`config.mk`:
```
export PLATFORM = sky130hd
export DESIGN_NAME = clk_div_prog
export DESIGN_NICKNAME = d
export VERILOG_FILES = /design/src/rtl/clk_div_pkg.sv /design/src/rtl/clk_div_cfg.sv /design/src/rtl/clk_div_prog.sv
export SDC_FILE = /design/constraint.sdc
export NUM_CORES = 1
export LEC_CHECK = 0
export ABC_AREA = 1
export ABC_CLOCK_PERIOD_IN_PS = 3200
export BUFFER_PORTS_ARGS = -buffer_cell sky130_fd_sc_hd__buf_4
export CORE_MARGIN = 4
export CORE_UTILIZATION = 59
export CTS_BUF_LIST = sky130_fd_sc_hd__clkbuf_16
export DETAILED_ROUTE_END_ITERATION = 10
export GPL_ROUTABILITY_DRIVEN = 0
export GPL_TIMING_DRIVEN = 0
export PLACE_DENSITY = 0.79
export RECOVER_POWER = 25
export SLEW_MARGIN = 20
export SYNTH_ARGS = -nofsm -noshare
export SYNTH_HDL_FRONTEND = slang
export SYNTH_HIERARCHICAL = 1
export SYNTH_SLANG_ARGS = --single-unit
```
`constraint.sdc`:
```
create_clock -name CLK -period 3.2 [get_ports CLK]
set_input_delay 0.16 -clock CLK [delete_from_list [all_inputs] [get_ports CLK]]
set_output_delay 0.16 -clock CLK [all_outputs]
set_load 0.005 [all_outputs]
```
`src/rtl/clk_div_pkg.sv`:
```
// clk_div_pkg: shared state encoding and limits for the programmable clock divider.
package clk_div_pkg;
    typedef enum logic [1:0] {IDLE, RUN, DRAIN} state_t;
    localparam int MIN_DIV = 2;
endpackage

```
`src/rtl/clk_div_cfg.sv`:
```
// clk_div_cfg: validates LOAD requests, holds the shadow and active period/high-time, flags PEND/ERR.
module clk_div_cfg
    import clk_div_pkg::*;
#(
    parameter int WIDTH    = 8,
    parameter int DEF_DIV  = 3,
    parameter int DEF_HIGH = 1
) (
    input  logic             CLK,
    input  logic             RST,
    input  logic             LOAD,
    input  logic             APPLY,
    input  logic [WIDTH-1:0] DIV_IN,
    input  logic [WIDTH-1:0] HIGH_IN,
    output logic [WIDTH-1:0] DIV,
    output logic [WIDTH-1:0] HIGH,
    output logic             PEND,
    output logic             ERR
);
    typedef struct packed {
        logic [WIDTH-1:0] div;
        logic [WIDTH-1:0] high;
    } cfg_t;

    localparam cfg_t DEF_CFG = '{div: WIDTH'(DEF_DIV), high: WIDTH'(DEF_HIGH)};

    cfg_t shadow, active;
    logic ok, take;

    assign ok   = (DIV_IN >= WIDTH'(MIN_DIV)) && (HIGH_IN != '0) && (HIGH_IN < DIV_IN);
    assign take = LOAD && ok;
    assign DIV  = active.div;
    assign HIGH = active.high;

    // A LOAD coinciding with APPLY moves the older shadow to active and queues the new one.
    always_ff @(posedge CLK or posedge RST) begin
        if (RST) begin
            shadow <= DEF_CFG;
            active <= DEF_CFG;
            PEND   <= 1'b0;
            ERR    <= 1'b0;
        end else begin
            ERR  <= LOAD && !ok;
            PEND <= take || (PEND && !APPLY);
            if (APPLY && PEND)
                active <= shadow;
            if (take)
                shadow <= '{div: DIV_IN, high: HIGH_IN};
        end
    end
endmodule

```
`src/rtl/clk_div_prog.sv`:
```
// clk_div_prog: programmable clock divider, shadowed config applied on period boundaries, graceful stop.
// Define CLK_DIV_SYNC_EN to add a SYNC input that forces a period boundary while running.
module clk_div_prog
    import clk_div_pkg::*;
#(
    parameter int WIDTH    = 8,
    parameter int DEF_DIV  = 3,
    parameter int DEF_HIGH = 1
) (
    input  logic             CLK,
    input  logic             RST,
    input  logic             EN,
    input  logic             LOAD,
    input  logic [WIDTH-1:0] DIV_IN,
    input  logic [WIDTH-1:0] HIGH_IN,
    output logic             CLK_OUT,
    output logic             TICK,
    output logic             PEND,
    output logic             ERR
`ifdef CLK_DIV_SYNC_EN
    ,
    input  logic             SYNC
`endif
);
    state_t           state, state_d;
    logic [WIDTH-1:0] q, q_d, q_nx, div, high;
    logic             clk_d, tick_d, boundary, apply, sync_hit;

`ifdef CLK_DIV_SYNC_EN
    assign sync_hit = SYNC && (state != IDLE);
`else
    assign sync_hit = 1'b0;
`endif

    clk_div_cfg #(.WIDTH(WIDTH), .DEF_DIV(DEF_DIV), .DEF_HIGH(DEF_HIGH)) u_cfg (
        .CLK(CLK), .RST(RST), .LOAD(LOAD), .APPLY(apply),
        .DIV_IN(DIV_IN), .HIGH_IN(HIGH_IN),
        .DIV(div), .HIGH(high), .PEND(PEND), .ERR(ERR)
    );

    always_comb begin
        q_nx     = (sync_hit || q == div - 1'b1) ? '0 : q + 1'b1;
        boundary = (state != IDLE) && (q_nx == '0);
        apply    = (state == IDLE) || boundary;
        state_d  = state;
        q_d      = q_nx;
        clk_d    = q_nx < high;
        tick_d   = boundary;
        case (state)
            IDLE: begin
                state_d = EN ? RUN : IDLE;
                q_d     = '0;
                clk_d   = EN;
                tick_d  = EN;
            end
            RUN: state_d = EN ? RUN : DRAIN;
            DRAIN: begin
                state_d = EN ? RUN : (boundary ? IDLE : DRAIN);
                if (!EN && boundary) begin
                    q_d    = '0;
                    clk_d  = 1'b0;
                    tick_d = 1'b0;
                end
            end
            default: state_d = IDLE;
        endcase
    end

    always_ff @(posedge CLK or posedge RST) begin
        if (RST) begin
            state   <= IDLE;
            q       <= '0;
            CLK_OUT <= 1'b0;
            TICK    <= 1'b0;
        end else begin
            state   <= state_d;
            q       <= q_d;
            CLK_OUT <= clk_d;
            TICK    <= tick_d;
        end
    end
endmodule

```
==> flow_metrics.env, run 1 <==
export IMPL_outcome="complete, no violations"
export IMPL_critPathMaxFanout=10
export IMPL_num_rows=24
export IMPL_ys_async_sr_fraction_pct=100.0
export IMPL_clk_pin_slew_ns=0.06
export IMPL_crit_cells=19
export IMPL_synthMuxAreaShare_pct=6.507
export IMPL_p_leak_nw=1.768
export IMPL_syn_area_per_cell_sq_um=8.168
export IMPL_arrival_ns=3.07
export IMPL_start_kind="flip-flop"
export IMPL_final_max_slew_viol_count=0
export IMPL_final_setup_viol_count=0
export IMPL_ioPinCount=24
export IMPL_r2r_cells=19
export IMPL_die_area_sq_mm=0.005853
export IMPL_relSlewSlack_pct=21.09
export IMPL_regToRegEndpoint="u_cfg/DIV[2]$_DFFE_PP0P_"
export IMPL_yosysWarnings=6
export IMPL_dp_slack_ns=0.2316
export IMPL_clock_power_share_pct=22.3
export IMPL_p_per_area_mw_per_mm2=795.2
export IMPL_synthDistinctLibCells=32
export IMPL_crit_slowest_cell="dfstp_2"
export IMPL_drive_gt1_share_pct=20.54
export IMPL_drc=0
export IMPL_p_seq_share_pct=36.4
export IMPL_p_int_mw=1.589
export IMPL_path_class="flip-flop to flip-flop"
export IMPL_portBuffers=22
export IMPL_cp_buffers_inverters=4
export IMPL_drv_cap=0
export IMPL_syn_to_final_growth_pct=14.46
export IMPL_cts_tree="done"
export IMPL_core_region_area_sq_mm=0.004444
export IMPL_period_minus_slack_ns=2.904
export IMPL_critPathCaptureType="flip-flop"
export IMPL_drt_iter0_drc=116
export IMPL_synthFlopType="dfrtp_1"
export IMPL_synth_area_sq_mm=0.002769
export IMPL_track_usage_pct=20.74
export IMPL_fin_crit_sh_pct=90.75
export IMPL_grt_ovfl_total=0
export IMPL_root_buffer="clkbuf_16"
export IMPL_cts_htree_levels=2
export IMPL_hold_path_class="input pin to flip-flop"
export IMPL_p_switching_mw=0.9310
export IMPL_synth_nets=375
export IMPL_clk_latency_ns=0.28
export IMPL_antenna_left=0
export IMPL_clockBufferDepth=2
export IMPL_antenna_found_initial=0
export IMPL_grt_pass1_wl_microns=9701
export IMPL_hold_violations=0
export IMPL_drtPass1Iterations=4
export IMPL_hpwl_microns=4285
export IMPL_cp_startpoint="u_cfg/DIV[0]$_DFFE_PP1P_"
export IMPL_synth_edff_count=0
export IMPL_final_setup_tns_ns=0
export IMPL_synth_fa_ha_area_share_pct=7.230
export IMPL_wire_per_inst_microns=13.51
export IMPL_die_width_microns=76.51
export IMPL_worst_slew_pin_slew_ns=1.182
export IMPL_crit_chain="inv_2 -> ha_1 -> inv_1 -> nand2_1 -> nand2_1 -> nor2_1 -> nand2_1 -> nor2_2 -> nand2_2 -> nor2_4 -> nand2_4 -> o21ai_1 -> nand2_1 -> inv_2 -> nand2_1 -> nand2_1 -> nand2_2 -> clkbuf_4 -> mux2_2"
export IMPL_start_util_pct=62.30
export IMPL_required_ns=3.36
export IMPL_synth_compound_area_share_pct=3.705
export IMPL_n_fill_cell=351
export IMPL_p_comb_share_pct=41.2
export IMPL_first_global_vias=2220
export IMPL_synth_ff_latch_count=46
export IMPL_cpLargestDelayFamily="simple AND/OR/NAND/NOR gates"
export IMPL_clkSinkCount=46
export IMPL_whs_ns=0.1206
export IMPL_synth_seq_area_share_pct=41.84
export IMPL_nets=405
export IMPL_vdd_drop_max_mv=0.3108
export IMPL_die_height_microns=76.51
export IMPL_switching_share_pct=36.94
export IMPL_fmax_mhz=344.3
export IMPL_rrSetupSlack_ns=0.30
export IMPL_synthSimpleGateAreaFrac_pct=29.15
export IMPL_yosys_area_share_xor_xnor_pct=2.531
export IMPL_synth_area_leaders="dfrtp_1 (36%), nand2_1 (14%), ha_1 (7.2%)"
export IMPL_num_vias=2267
export IMPL_netlist_instances=339
export IMPL_finalWirelength_microns=5703
export IMPL_r2r_start="u_cfg/DIV[0]$_DFFE_PP1P_"
export IMPL_crit_end="u_cfg/DIV[2]$_DFFE_PP0P_"
export IMPL_setup_ws_ns=0.2959
export IMPL_cpMostUsedCell="nand2_1"
export IMPL_yosysTopAreaCellShare_pct=36.15
export IMPL_cts_buffers=5
export IMPL_vias_per_cell=5.372
export IMPL_synth_top_family_by_area="simple AND/OR/NAND/NOR gates"
export IMPL_synth_top_area_cell="dfrtp_1"
export IMPL_finalClockSkew_ns=0.005067
export IMPL_grt_max_degree=35
export IMPL_slowest_delay_ns=0.55
export IMPL_num_antenna_cells=0
export IMPL_rsz0062_at_grt="no"
final cells by class:
cell class	count	area (sq um)	share of cell area (%)
Timing Repair Buffer	23	171.4	5.409
Clock inverter	3	41.29	1.303
Inverter	57	214.0	6.751
Tap cell	52	65.06	2.053
Buffer	6	38.79	1.224
Sequential cell	46	1159	36.56
Multi-Input combinational cell	230	1355	42.76
Clock buffer	5	125.1	3.948
synthesized netlist by cell type, types with 2 or more instances:
cell type / instances
nor2_2: 4
a21oi_1: 6
nand2_2: 4
nand3_1: 9
nand3_2: 3
inv_2: 3
nor2_1: 27
a21boi_0: 2
xnor2_1: 3
nand4_1: 19
inv_1: 53
nor2_4: 3
xor2_1: 5
ha_1: 16
o21ai_0: 2
o21ai_1: 4
nand2_4: 2
buf_2: 2
nand2_1: 100
dfrtp_1: 40
mux2_2: 16
dfstp_2: 6
worst reg2reg max path, stage by stage (launching register included):
cell	delay, ns
dfstp_2	0.55
inv_2	0.07
ha_1	0.32
inv_1	0.05
nand2_1	0.05
nand2_1	0.04
nor2_1	0.10
nand2_1	0.07
nor2_2	0.11
nand2_2	0.07
nor2_4	0.11
nand2_4	0.10
o21ai_1	0.11
nand2_1	0.09
inv_2	0.07
nand2_1	0.08
nand2_1	0.13
nand2_2	0.14
clkbuf_4	0.23
mux2_2	0.30
cell families after synthesis:
| group | count (synthesis) |
|---|---|
| and+or+nand+nor | 174 |
| buffers and inverters | 63 |
| DFF | 46 |
| AOI/OAI and AO/OA | 16 |
| muxes | 16 |
| adders and majority gates | 16 |
| xor gates and xnor gates | 8 |
repair_timing:
| item | 4_1_cts | 5_1_grt |
|---|---|---|
| buffers inserted | 0 | 0 |
| gates resized for setup | 0 | 2 |
| hold buffers | 1 | 0 |
| hold endpoints to repair | 12 | 0 |
| endpoints found under the setup margin | 0 | 8 |
per-stage QoR:
step | power [mW] | std cells | util [%] | area [sq um]
global placement | 1.882 | 413 | 67.48 | 2999
floorplan | 1.694 | 339 | - | 2769
detailed placement | 1.945 | 413 | 67.48 | 2999
CTS | 2.531 | 422 | 71.45 | 3176
finish | 2.520 | 422 | 71.31 | 3169
global route | 2.721 | 422 | 71.31 | 3169
sequential cells by signal, summed over array words and instances (netlist names):
signal and cells:
q 8, u_cfg/shadow 16, u_cfg/PEND 1, state 2, TICK 1, u_cfg/ERR 1, u_cfg/DIV 8, CLK_OUT 1
u_cfg/HIGH 8
placed cells by master, fill, tap and decap left out, types with 6 or more instances in the layout:
master / synthesis / layout
nor2_1: 27 / 28
dfrtp_1: 40 / 40
ha_1: 16 / 16
inv_1: 53 / 54
mux2_2: 16 / 16
dfstp_2: 6 / 6
nand3_1: 9 / 9
buf_4: 1 / 18
a21oi_1: 6 / 6
nand2_1: 100 / 99
nand4_1: 19 / 19
power groups by stage:
stage	Combinational (mW)	Clock (mW)	Sequential, mW
after detailed placement	1.02	0	0.927
final	1.04	0.563	0.919
after floorplan	0.815	0	0.879
after global placement	0.970	0	0.911
after global routing	1.18	0.602	0.941
after CTS	1.04	0.571	0.918
worst min-delay path by stage:
stage | from | endpoint | slack [ns] | cells past startpoint
after floorplan | RST | CLK_OUT$_DFF_PP0_ | 0.02 | 1
after global placement | RST | state[0]$_DFF_PP0_ | 0.20 | 2
after detailed placement | RST | state[0]$_DFF_PP0_ | 0.21 | 2
after CTS | EN | state[0]$_DFF_PP0_ | 0.12 | 3
after global routing | EN | state[0]$_DFF_PP0_ | 0.14 | 3
final | EN | state[0]$_DFF_PP0_ | 0.12 | 3
routing by layer:
metal,track usage (%),vias up,wire length [microns]
met5,0,-,0
met4,9.601,0,166
met3,2.246,19,210
met2,39.89,64,3041
met1,22.46,1055,2284
li1,-,1129,-
Note: power is estimated with default switching activity, not from simulation.
==> run 2, diff against run 1 <==
--- a/config.mk
+++ b/config.mk
@@ -6,15 +6,14 @@
 export NUM_CORES = 1
 export LEC_CHECK = 0
 export ABC_AREA = 1
-export ABC_CLOCK_PERIOD_IN_PS = 3200
+export ABC_CLOCK_PERIOD_IN_PS = 2550
 export BUFFER_PORTS_ARGS = -buffer_cell sky130_fd_sc_hd__buf_4
-export CORE_MARGIN = 4
-export CORE_UTILIZATION = 59
+export CORE_UTILIZATION = 54
 export CTS_BUF_LIST = sky130_fd_sc_hd__clkbuf_16
 export DETAILED_ROUTE_END_ITERATION = 10
 export GPL_ROUTABILITY_DRIVEN = 0
 export GPL_TIMING_DRIVEN = 0
-export PLACE_DENSITY = 0.79
+export PLACE_DENSITY = 0.76
 export RECOVER_POWER = 25
 export SLEW_MARGIN = 20
 export SYNTH_ARGS = -nofsm -noshare
==> constraint.sdc (replaced) <==
create_clock -name CLK -period 2.55 [get_ports CLK]
set_input_delay 0.1275 -clock CLK [delete_from_list [all_inputs] [get_ports CLK]]
set_output_delay 0.1275 -clock CLK [all_outputs]
set_load 0.005 [all_outputs]
==> flow_metrics.env, run 2 (synthesis gave the netlist of run 1 again) <==
export IMPL_outcome="finished with violations"
export IMPL_failed_checks="negative setup slack"
export IMPL_p_per_area_mw_per_mm2=1046
export IMPL_arrival_ns=2.80
export IMPL_num_antenna_cells=0
export IMPL_wl_met2_microns=3271
export IMPL_regMostFlops="u_cfg/shadow"
export IMPL_track_usage_pct=23.46
export IMPL_hold_violations=0
export IMPL_post_layout_nonfiller_instances=451
export IMPL_slowest_delay_ns=0.55
export IMPL_core_region_area_sq_mm=0.004817
export IMPL_clockBufferDepth=2
export IMPL_final_util_pct=72.21
export IMPL_top_layer="met4"
export IMPL_cp_buffers_inverters=4
export IMPL_start_kind="flip-flop"
export IMPL_final_setup_viol_count=17
export IMPL_final_area_sq_mm=0.003478
export IMPL_num_vias=2360
export IMPL_fmax_mhz=378.0
export IMPL_hold_path_class="input pin to flip-flop"
export IMPL_grt_pass1_wl_microns=9522
export IMPL_vdd_drop_max_mv=0.4648
export IMPL_largest_reg_flops=16
export IMPL_cts_tree="done"
export IMPL_p_leak_nw=1.869
export IMPL_wire_per_inst_microns=14.11
export IMPL_setup_ws_ns=-0.09541
export IMPL_clk_pin_slew_ns=0.06
export IMPL_drv_cap=0
export IMPL_grt_max_degree=35
export IMPL_start_util_pct=57.48
export IMPL_drive_gt1_share_pct=29.95
export IMPL_finalWirelength_microns=6365
export IMPL_period_minus_slack_ns=2.645
export IMPL_antenna_left=0
export IMPL_drtPass1Iterations=6
export IMPL_wl_met3_microns=237
export IMPL_final_max_slew_viol_count=0
export IMPL_drt_iter0_drc=101
export IMPL_finalClockSkew_ns=0.002673
export IMPL_final_cell_mix="nand2_1 (92), inv_1 (47), dfrtp_1 (40)"
export IMPL_nets=419
export IMPL_cts_htree_levels=2
export IMPL_num_rows=25
export IMPL_antenna_found_initial=0
export IMPL_ioPinCount=24
export IMPL_vias_per_cell=5.233
export IMPL_die_width_microns=73.61
export IMPL_relSlewSlack_pct=54.21
export IMPL_first_global_vias=2202
export IMPL_root_buffer="clkbuf_16"
export IMPL_syn_to_final_growth_pct=25.62
export IMPL_clk_latency_ns=0.28
export IMPL_hpwl_microns=4051
export IMPL_dp_cells=428
export IMPL_drt_met1_wl_microns=2631
export IMPL_critPathCaptureType="flip-flop"
export IMPL_portBuffers=22
export IMPL_final_common_cell="nand2_1"
export IMPL_crit_slowest_cell="dfstp_2"
export IMPL_cpMostUsedCell="nand2_1"
export IMPL_cpLargestDelayFamily="simple AND/OR/NAND/NOR gates"
export IMPL_fin_crit_sh_pct=103.7
export IMPL_drc=0
export IMPL_critPathMaxFanout=7
export IMPL_worst_slew_pin_slew_ns=0.6858
export IMPL_place_area_sq_mm=0.003023
export IMPL_die_height_microns=73.61
export IMPL_crit_chain="inv_4 -> ha_4 -> inv_2 -> nand2_1 -> nand2_1 -> nor2_1 -> nand2_1 -> nor2_2 -> nand2_2 -> nor2_4 -> nand2_4 -> buf_6 -> nand2_4 -> inv_2 -> ha_4 -> nand2_1 -> nor2_2 -> nand2_1 -> nand2_1 -> nand2_1"
export IMPL_required_ns=2.71
export IMPL_path_class="flip-flop to flip-flop"
export IMPL_clkSinkCount=46
export IMPL_grt_ovfl_total=0
export IMPL_rsz0062_at_grt="yes"
export IMPL_die_area_sq_mm=0.005418
export IMPL_cts_buffers=5
==> run 2: cell count changes in the layout (fill, tap and decap cells not counted), sizes merged <==
cell / delta
clkbuf: -2
buf: +16
==> run 2: area by class of cell <==
class	count	area [sq um]
Multi-Input combinational cell	230	1499
Fill cell	389	1339
Sequential cell	46	1159
Timing Repair Buffer	37	307.8
Inverter	57	216.5
Clock buffer	5	125.1
Tap cell	67	83.83
Buffer	6	46.29
Clock inverter	3	41.29
==> run 2: path summary, 6_finish.rpt <==
path	depth (start not counted)	endpoint	slack, ns	startpoint
setup / recovery	20	CLK_OUT$_DFF_PP0_	-0.1	u_cfg/DIV[0]$_DFFE_PP1P_
max in group asynchronous	3	u_cfg/DIV[3]$_DFFE_PP0P_	1.59	RST
hold / removal	3	u_cfg/shadow[9]$_DFFE_PP1P_	0.09	DIV_IN[1]
hold reg to reg	2	u_cfg/shadow[0]$_DFFE_PP1P_	0.47	u_cfg/shadow[0]$_DFFE_PP1P_
min in group asynchronous	3	q[6]$_DFF_PP0_	0.43	RST
setup reg to reg	20	CLK_OUT$_DFF_PP0_	-0.1	u_cfg/DIV[0]$_DFFE_PP1P_
==> run 2: report_power, final <==
part | total, mW | internal, mW | switching, mW
sequential | 1.16 | 0.973 | 0.186
combinational | 1.76 | 0.818 | 0.939
clock | 0.722 | 0.458 | 0.264
==> run 2: what timing repair did <==
item	in CTS	in global routing
resized for setup	15	26
gates cloned	1	0
buffers inserted	11	2
hold endpoints to repair	40	0
hold buffers	1	0
pin swaps	11	12
setup endpoints to repair	17	17
==> run 2: tightest hold or removal path, delay by kind of cell <==
kind / cells / cell delay [ns]
and+or+nand+nor: 2 / 0.13
buffers and inverters: 1 / 0.11
==> run 2: through the flow <==
| stage | setup WS, ns | hold WS, ns | power [mW] | setup TNS, ns |
|---|---|---|---|---|
| 6_report | -0.09541 | 0.08795 | 3.638 | -0.7175 |
| 5_1_grt | -0.2227 | 0.08940 | 3.853 | -3.104 |
| 4_1_cts | 0.004807 | 0.08206 | 3.425 | 0 |
| 3_5_place_dp | -0.2372 | 0.1775 | 2.449 | -2.426 |
| 3_3_place_gp | -0.2202 | 0.1695 | 2.372 | -2.265 |
| 2_1_floorplan | 0.05173 | -0.007801 | 2.134 | 0 |
==> run 2: metal layers <==
layer / track usage, % / up-vias
li1: - / 1158
met1: 27.49 / 1111
met2: 41.18 / 65
met3: 4.390 / 26
met4: 11.32 / 0
met5: 0 / -
